`config.mk`:
```
export PLATFORM = sky130hd
export DESIGN_NAME = uart_rx_fifo_flat
export DESIGN_NICKNAME = d
export VERILOG_FILES = /design/src/rtl/uart_rx_fifo_if.sv /design/src/rtl/uart_rx_fifo.sv /design/src/flat_wrapper.sv
export SDC_FILE = /design/constraint.sdc
export NUM_CORES = 1
export LEC_CHECK = 0
export BUFFER_PORTS_ARGS = -buffer_cell sky130_fd_sc_hd__buf_4
export CAP_MARGIN = 10
export CELL_PAD_IN_SITES_DETAIL_PLACEMENT = 1
export CELL_PAD_IN_SITES_GLOBAL_PLACEMENT = 1
export CORE_ASPECT_RATIO = 0.5
export CORE_UTILIZATION = 40
export CTS_CLUSTER_DIAMETER = 150
export DETAILED_ROUTE_END_ITERATION = 10
export GPL_ROUTABILITY_DRIVEN = 0
export PLACE_DENSITY_LB_ADDON = 0.1
export REMOVE_ABC_BUFFERS = 1
export SLEW_MARGIN = 20
export SYNTH_ARGS = -nofsm -noshare
export SYNTH_HDL_FRONTEND = slang
export SYNTH_SLANG_ARGS = --single-unit
```
`constraint.sdc`:
```
create_clock -name clk -period 7.75 [get_ports clk]
set_input_delay 1.1625 -clock clk [delete_from_list [all_inputs] [get_ports clk]]
set_output_delay 1.1625 -clock clk [all_outputs]
set_load 0.01 [all_outputs]
```
`src/rtl/uart_rx_fifo_if.sv`:
```
// uart_rx_fifo_if: groups the receiver-side frame signals and the host-side
// FIFO read port of uart_rx_fifo.
//   rx_busy/rx_ack/rx_data : UART receiver status and byte
//   rd_en/clr_ovf          : host pop request and overflow clear
//   rd_data/empty/full/count/overflow : FIFO state seen by the host
// Modports: master drives the receiver and host inputs, slave is the FIFO.
interface uart_rx_fifo_if #(
  parameter int unsigned ADDR_W = 4
);
  logic              rx_busy;
  logic              rx_ack;
  logic [7:0]        rx_data;
  logic              rd_en;
  logic              clr_ovf;
  logic [7:0]        rd_data;
  logic              empty;
  logic              full;
  logic [ADDR_W:0]   count;
  logic              overflow;

  modport master (
    output rx_busy, rx_ack, rx_data, rd_en, clr_ovf,
    input  rd_data, empty, full, count, overflow
  );

  modport slave (
    input  rx_busy, rx_ack, rx_data, rd_en, clr_ovf,
    output rd_data, empty, full, count, overflow
  );
endinterface

```
`src/rtl/uart_rx_fifo.sv`:
```
// uart_rx_fifo: downstream stage of the UART receiver. Each completed frame
// with a valid stop bit (BUSY falling while ACK is high) pushes the received
// byte into a first-word-fall-through byte FIFO that the host drains at its
// own pace. A byte arriving while the FIFO is full is dropped and a sticky
// overflow flag is raised until clr_ovf.
// Ports:
//   clk    : system clock, same domain as the receiver
//   rst_n  : asynchronous active-low reset
//   bus    : uart_rx_fifo_if.slave (receiver inputs, host pop/clear,
//            rd_data/empty/full/count/overflow outputs)
module uart_rx_fifo #(
  parameter int unsigned DEPTH  = 16,
  parameter int unsigned ADDR_W = 4
) (
  input  logic            clk,
  input  logic            rst_n,
  uart_rx_fifo_if.slave   bus
);

  localparam logic [ADDR_W:0]   CNT_ONE  = (ADDR_W+1)'(1);
  localparam logic [ADDR_W:0]   CNT_FULL = (ADDR_W+1)'(DEPTH);
  localparam logic [ADDR_W-1:0] PTR_ONE  = ADDR_W'(1);

  logic              busy_q,     busy_d;
  logic              cap_pend_q, cap_pend_d;
  logic [ADDR_W-1:0] wr_ptr_q,   wr_ptr_d;
  logic [ADDR_W-1:0] rd_ptr_q,   rd_ptr_d;
  logic [ADDR_W:0]   count_q,    count_d;
  logic              empty_q,    empty_d;
  logic              full_q,     full_d;
  logic              ovf_q,      ovf_d;
  logic [7:0]        mem_q [DEPTH];

  logic fall;
  logic push;
  logic pop;
  logic wr_ok;

  always_comb begin
    busy_d     = bus.rx_busy;
    // Only a BUSY falling edge with ACK high marks a good frame; ACK is a
    // level and would otherwise re-push the same byte every cycle.
    fall       = busy_q & ~bus.rx_busy & bus.rx_ack;
    // DATA becomes valid one cycle after the fall, so capture one edge later.
    cap_pend_d = fall;
    push       = cap_pend_q;
    pop        = bus.rd_en & ~empty_q;
    // When full, a same-edge pop frees the slot before the write lands.
    wr_ok      = push & (~full_q | pop);

    wr_ptr_d = wr_ok ? wr_ptr_q + PTR_ONE : wr_ptr_q;
    rd_ptr_d = pop   ? rd_ptr_q + PTR_ONE : rd_ptr_q;

    count_d = count_q;
    unique case ({wr_ok, pop})
      2'b10:   count_d = count_q + CNT_ONE;
      2'b01:   count_d = count_q - CNT_ONE;
      default: count_d = count_q;
    endcase

    empty_d = (count_d == '0);
    full_d  = (count_d == CNT_FULL);

    // Setting the flag takes priority over a same-cycle clear.
    ovf_d = ovf_q;
    if (push && full_q && !pop) begin
      ovf_d = 1'b1;
    end else if (bus.clr_ovf) begin
      ovf_d = 1'b0;
    end
  end

  always_ff @(posedge clk or negedge rst_n) begin
    if (!rst_n) begin
      busy_q     <= 1'b0;
      cap_pend_q <= 1'b0;
      wr_ptr_q   <= '0;
      rd_ptr_q   <= '0;
      count_q    <= '0;
      empty_q    <= 1'b1;
      full_q     <= 1'b0;
      ovf_q      <= 1'b0;
    end else begin
      busy_q     <= busy_d;
      cap_pend_q <= cap_pend_d;
      wr_ptr_q   <= wr_ptr_d;
      rd_ptr_q   <= rd_ptr_d;
      count_q    <= count_d;
      empty_q    <= empty_d;
      full_q     <= full_d;
      ovf_q      <= ovf_d;
    end
  end

  // Storage has no reset; empty gates what the host can observe.
  always_ff @(posedge clk) begin
    if (wr_ok) begin
      mem_q[wr_ptr_q] <= bus.rx_data;
    end
  end

  assign bus.rd_data  = empty_q ? '0 : mem_q[rd_ptr_q];
  assign bus.empty    = empty_q;
  assign bus.full     = full_q;
  assign bus.count    = count_q;
  assign bus.overflow = ovf_q;

endmodule

```
`src/flat_wrapper.sv`:
```
// flat-port wrapper written by rule: the top's interface ports become plain ports
module uart_rx_fifo_flat 
#(
  parameter int unsigned DEPTH  = 16,
  parameter int unsigned ADDR_W = 4
)
  (clk, rst_n, bus_rx_busy, bus_rx_ack, bus_rx_data, bus_rd_en, bus_clr_ovf, bus_rd_data, bus_empty, bus_full, bus_count, bus_overflow);
  uart_rx_fifo_if #(.ADDR_W(ADDR_W)) bus_i ();
  input  logic clk;
  input  logic rst_n;
  input wire logic [$bits(bus_i.rx_busy)-1:0] bus_rx_busy;
  input wire logic [$bits(bus_i.rx_ack)-1:0] bus_rx_ack;
  input wire logic [$bits(bus_i.rx_data)-1:0] bus_rx_data;
  input wire logic [$bits(bus_i.rd_en)-1:0] bus_rd_en;
  input wire logic [$bits(bus_i.clr_ovf)-1:0] bus_clr_ovf;
  output wire logic [$bits(bus_i.rd_data)-1:0] bus_rd_data;
  output wire logic [$bits(bus_i.empty)-1:0] bus_empty;
  output wire logic [$bits(bus_i.full)-1:0] bus_full;
  output wire logic [$bits(bus_i.count)-1:0] bus_count;
  output wire logic [$bits(bus_i.overflow)-1:0] bus_overflow;
  assign bus_i.rx_busy = bus_rx_busy;
  assign bus_i.rx_ack = bus_rx_ack;
  assign bus_i.rx_data = bus_rx_data;
  assign bus_i.rd_en = bus_rd_en;
  assign bus_i.clr_ovf = bus_clr_ovf;
  assign bus_rd_data = bus_i.rd_data;
  assign bus_empty = bus_i.empty;
  assign bus_full = bus_i.full;
  assign bus_count = bus_i.count;
  assign bus_overflow = bus_i.overflow;
  uart_rx_fifo #(.DEPTH(DEPTH), .ADDR_W(ADDR_W)) u_core (.clk(clk), .rst_n(rst_n), .bus(bus_i));
endmodule
```
# Word-level counts from Yosys, hierarchy flattened
# Memories as Yosys holds them, arrays and structs flattened.
# Index checks and enable logic that the tools add are counted.
dict set report word_totals {
  mem_bits_rw 128
  inputBits 14
  ff_bits 18
  n_memories 1
}
dict set report classes {
  n_reduce_logical 5
  n_eq_ne 3
  n_bitwise 8
  mux 6
  n_addsub 4
}
# memory words width read_ports rd_clocked_by_memory_dff write_ports line
set mem_list {}
lappend mem_list {u_core.mem_q 16 8 1 0 1 uart_rx_fifo.sv:32} ;# logic [7:0] mem_q [DEPTH];
# cell n
set ops {}
lappend ops {{$pmux W5 S2} 1}
lappend ops {{$add A4 B1 Y4 const B} 2}
lappend ops {{$mux W8} 1}
lappend ops {{$add A5 B1 Y5 const B} 1}
lappend ops {{$eq A5 B5 Y1 const B} 1}
lappend ops {{$logic_not A5 Y1} 1}
lappend ops {{$sub A5 B1 Y5 const B} 1}
lappend ops {{$and A1 B1 Y1} 4}
lappend ops {{$mux W1} 4}
lappend ops {{$not A1 Y1} 3}
lappend ops {{$eq A2 B1 Y1 const B} 1}
lappend ops {{$eq A2 B2 Y1 const B} 1}
lappend ops {{$logic_and A1 B1 Y1} 2}
lappend ops {{$reduce_bool A2 Y1} 1}
lappend ops {{$logic_not A1 Y1} 1}
lappend ops {{$or A1 B1 Y1} 1}

# Longest topological paths before layout
dict set report logic_depth {
  depth_word 7
  ltp_mapped 12
  mapped_depth_nobuf 11
}

# Worst setup path after synthesis
# Ideal clock, no wire load.
dict set report synth_timing {
  path_type {input -> register}
  startpoint {input bus_rd_en}
  endpoint {register u_core.full_q, in the netlist u_core.bus.full}
  path_buffers 1
  t_arrival_ns 3.161
  stages 12
  slack_ns 4.517
  required_time_ns 7.677
  cell_sequence {nand2b_1 a21boi_0 inv_1 ha_1 buf_2 xor2_1 ha_1 a21oi_1 mux2i_1 xnor2_1 a311o_1 nor2b_1}
}
dict set report synth_between {
  elab_chain_len 6
  word_cells_on_any_way 7
  cone_classes {eq/ne: 3; mux: 1; bitwise: 3}
}
# element line
set synth_lines {}
lappend synth_lines {{start: declaration} flat_wrapper.sv:14} ;# input wire logic [$bits(bus_i.rd_en)-1:0] bus_rd_en;
lappend synth_lines {{$and A1 B1 Y1 (*)} uart_rx_fifo.sv:47} ;# pop = bus.rd_en & ~empty_q;
lappend synth_lines {{$or A1 B1 Y1} uart_rx_fifo.sv:49} ;# wr_ok = push & (~full_q | pop);
lappend synth_lines {{$and A1 B1 Y1} uart_rx_fifo.sv:49}
lappend synth_lines {{$eq A2 B1 Y1 or $eq A2 B2 Y1 (tied branches)} uart_rx_fifo.sv:55} ;# unique case ({wr_ok, pop})
lappend synth_lines {{$pmux W5 S2 (*)} uart_rx_fifo.sv:55}
lappend synth_lines {{named net u_core.count_d[2]} uart_rx_fifo.sv:28} ;# logic [ADDR_W:0] count_q, count_d;
lappend synth_lines {{$eq A5 B5 Y1 (*)} uart_rx_fifo.sv:62} ;# full_d = (count_d == CNT_FULL);
lappend synth_lines {{named net u_core.full_d} uart_rx_fifo.sv:30} ;# logic full_q, full_d;
lappend synth_lines {{end signal: assignment} uart_rx_fifo.sv:90} ;# full_q <= full_d;
lappend synth_lines {{end: declaration} uart_rx_fifo.sv:30}
# Mark *: on every way through the listed nets, which the timed path passes. The rest lies on a longest branch.
# A chain may end at the register's enable or synchronous reset.

# Worst setup path after layout
dict set report layout_timing {
  startpoint {register u_core.rd_ptr_q[0]}
  endpoint {output bus_rd_data[2]}
}
dict set report layout_between {
  elab_chain_len 2
}
# element line
set layout_lines {}
lappend layout_lines {{start: declaration} uart_rx_fifo.sv:27} ;# logic [ADDR_W-1:0] rd_ptr_q, rd_ptr_d;
lappend layout_lines {{start signal: assignment} uart_rx_fifo.sv:87} ;# rd_ptr_q <= rd_ptr_d;
lappend layout_lines {{$mem_v2 Z16 W8} -}
lappend layout_lines {{$mux W8} uart_rx_fifo.sv:102} ;# assign bus.rd_data = empty_q ? '0 : mem_q[rd_ptr_q];
lappend layout_lines {{end: declaration} flat_wrapper.sv:16} ;# output wire logic [$bits(bus_i.rd_data)-1:0] bus_rd_data;
# No other way between the ends.

==> parameters.txt <==
Parameter                              Value

Die
  Die extent in y    88.1 um
  Top-level I/O count    30
  Placeable core region    0.0145 mm2
  Full die area    0.0153 mm2
  Site row count    31
  Width of the chip    174 um
  Effective utilization at floorplan    0.410

Placement
  Number of buffers added on ports    29
  Detailed placement HPWL    7720 um

Timing
  Maximum frequency from static timing analysis    253 MHz
  Worst Skew    0.0106 ns
  Unrepaired setup endpoints after global routing    no
  Max-slew violation count    0
  Final setup violation count    0
  Final Hold Slack    0.468 ns
  Relative max-transition margin    0.478
  Post-layout minimum cycle time    3.94 ns
  Endpoints failing hold    0
  Final Cycle Share    0.509
  Setup TNS    0 ns
  Worst-Margin Slew    0.783 ns

Logic synthesis
  Per-instance average area after synthesis    20.2 um2
  Post-synthesis instance area    0.00593 mm2
  Commonest cells in the synthesized netlist    edfxtp_1, mux4_2, dfrtp_1, and2_1
  Top cells by area, synth    edfxtp_1, mux4_2, dfrtp_1
  Share of the yosys chip area belonging to registers    0.724
  Yosys warning count    0
  Cell taking the most area after synthesis    edfxtp_1
  Number of unique standard cell types used by synthesis    38
  Area share of the largest cell type after synthesis    0.648
  Total of flip-flops plus latches after synthesis    146
  Post-Synthesis Cells    293
  Fraction of registers with async set or reset after synthesis    0.123
  Commonest register cell after synthesis    edfxtp_1
  Top-count cell post-synth    edfxtp_1
  Number of flops mapped to enable cells by yosys    128

Worst setup path
  Register-to-register setup slack    4.33 ns
  Buf/Inv on CP    2
  Type of origin of the critical path    flop
  Endpoint arrival time on the critical path    2.78 ns
  Cell family contributing the most delay on the critical path    multiplexers
  Series of cell instances along the critical path    buf_4, mux4_2, mux4_2, nor2b_1, buf_4
  Type of destination of the critical path    output pin
  Biggest fanout along the worst timing path    34
  CP required    6.59 ns
  Crit path largest cell delay    0.60 ns
  Startpoint-to-endpoint class of the critical path    reg -> out
  Cell at the slowest stage of the critical path    mux4_2

Clock tree
  # clock sinks    146
  Max Buffers Root-to-Sink    2
  Cell at the root of the clock tree    clkbuf_16
  Clock slew seen by the registers of the worst setup and hold paths    0.06 ns
  Clock buffer count from CTS    17
  # H-tree levels    4
  Post_cts resized    0
  Clock latency reported for the late side of the worst-skew pair    0.42 ns
  TritonCTS clock tree    built
  Post-CTS setup repair buffer count    0
  Number of buffers inserted by hold repair at cts    0

Detailed routing
  Detail-routed net length per standard cell    23.2 um
  Post-route antenna net violation count    0
  Number of DRC markers after the initial detailed-route iteration    147
  Final routed wirelength across all metal layers    12500 um
  Post-DR vias/cell    5.25
  Vias    2837
  DRC violation count after routing    0
  TritonRoute pass-1 iters    4

Final layout
  Fraction of final layout cells with drive strength greater than 1    0.310
  Total number of nets in the final design    352
  Synth-to-layout area growth    16.5%
  Diode insertion count for antenna repair    0

Global routing
  Via count of the first global-routing pass    3134
  Pin count of the biggest net entering global routing    35
  Total global routing track utilization    0.180
  Total global routing overflow    0
  First-pass GRT wire length    19000 um
  Number of antenna violations at the first check in global routing    0

Power and ir drop
  Power density over the cells    361 mW/mm2
  Register share of total power    0.402
  Internal power    1.75 mW
  Reported net switching power    0.746 mW
  Leakage power figure    2.33 nW
  Net switching fraction of the power    0.299
  Part of the power in the clock network    0.317
  Fraction of power consumed by combinational cells    0.281
  Highest ir drop seen on vdd    153 uV

Worst hold path
  Path class of the lowest-slack min-delay path    reg -> reg

Run
  Count of maximum capacitance violations    0

Outcome
  Outcome    finished, final reports clean
power groups by stage:
stage | Clock [mW] | Combinational, mW | Sequential [mW]
final | 0.791 | 0.701 | 1.00
after CTS | 0.807 | 0.718 | 1.01
after detailed placement | 0 | 0.715 | 1.02
after global routing | 0.837 | 0.769 | 1.02
after floorplan | 0 | 0.420 | 1.05
after global placement | 0 | 0.702 | 1.02
metal layers:
metal	vias up	wire (um)	global-route usage	share of wire
li1	1259	-	-	-
met1	1515	5670	0.236	0.45
met2	53	6200	0.301	0.50
met3	10	537	0.0438	0.043
met4	0	104	0.0574	0.0083
met5	-	0	0	0
placed cells by master (no fill, tap or decap), types with 2 or more instances in the layout:
| cell | n |
|---|---|
| buf_4 | 31 |
| and4_1 | 4 |
| ha_1 | 9 |
| nor2b_1 | 10 |
| mux4_2 | 40 |
| o21a_1 | 2 |
| nand3_1 | 2 |
| xnor2_1 | 8 |
| clkinvlp_4 | 2 |
| xor2_1 | 4 |
| inv_6 | 3 |
| o21ai_0 | 3 |
| inv_1 | 5 |
| nor2_1 | 6 |
| dfrtp_1 | 16 |
| and2_1 | 12 |
| clkbuf_16 | 17 |
| nand4_1 | 2 |
| nand2_1 | 10 |
| edfxtp_1 | 128 |
| inv_8 | 3 |
| clkinv_4 | 4 |
layout make-up:
class | count | area (um2)
fill | 1333 | 7560
sequential | 146 | 4300
multi-input combinational | 128 | 1540
clock buffer | 17 | 425
tap | 198 | 248
timing repair buffer | 31 | 233
clock inverter | 15 | 149
inverter | 5 | 18.8
cell families (layout without fill, tap and decap cells):
logic type / after synthesis / in the layout / synth area share
DFF: 146 / 146 / 0.724
muxes: 42 / 42 / 0.155
adders and majority gates: 9 / 9 / 0.0190
xor gates and xnor gates: 12 / 12 / 0.0177
AOI/OAI and AO/OA: 12 / 12 / 0.0139
and+or+nand+nor: 53 / 53 / 0.0530
buffers and inverters: 19 / 68 / 0.0167
path summary, 6_finish.rpt:
check	cells after the start	to	start
setup / recovery	5	bus_rd_data[2]	u_core.rd_ptr_q[0]
hold / removal	1	u_core.rd_ptr_q[0]	u_core.rd_ptr_q[0]
setup reg to reg	11	u_core.bus.full	u_core.bus.empty
hold reg to reg	1	u_core.rd_ptr_q[0]	u_core.rd_ptr_q[0]
max in group asynchronous	1	u_core.bus.empty	rst_n
min in group asynchronous	1	u_core.cap_pend_q	rst_n
registers in the layout (all words and copies together) (netlist names):
name	count
u_core.mem_q	128
u_core.cap_pend_q	1
u_core.busy_q	1
u_core.bus.overflow	1
u_core.wr_ptr_q	4
u_core.rd_ptr_q	4
u_core.bus.empty	1
u_core.bus.full	1
u_core.bus.count	5
per-stage QoR:
| step | std cells | util | power (mW) | cell area (um2) | setup slack, ns |
|---|---|---|---|---|---|
| floorplan | 279 | - | 1.47 | 5850 | 3.89 |
| global placement | 508 | 0.438 | 1.72 | 6330 | 3.65 |
| detailed placement | 508 | 0.438 | 1.74 | 6330 | 3.36 |
| CTS | 540 | 0.477 | 2.53 | 6910 | 3.75 |
| global route | 540 | 0.477 | 2.62 | 6910 | 3.63 |
| finish | 540 | 0.477 | 2.50 | 6910 | 3.81 |
Power figures use the tool's default switching activity.
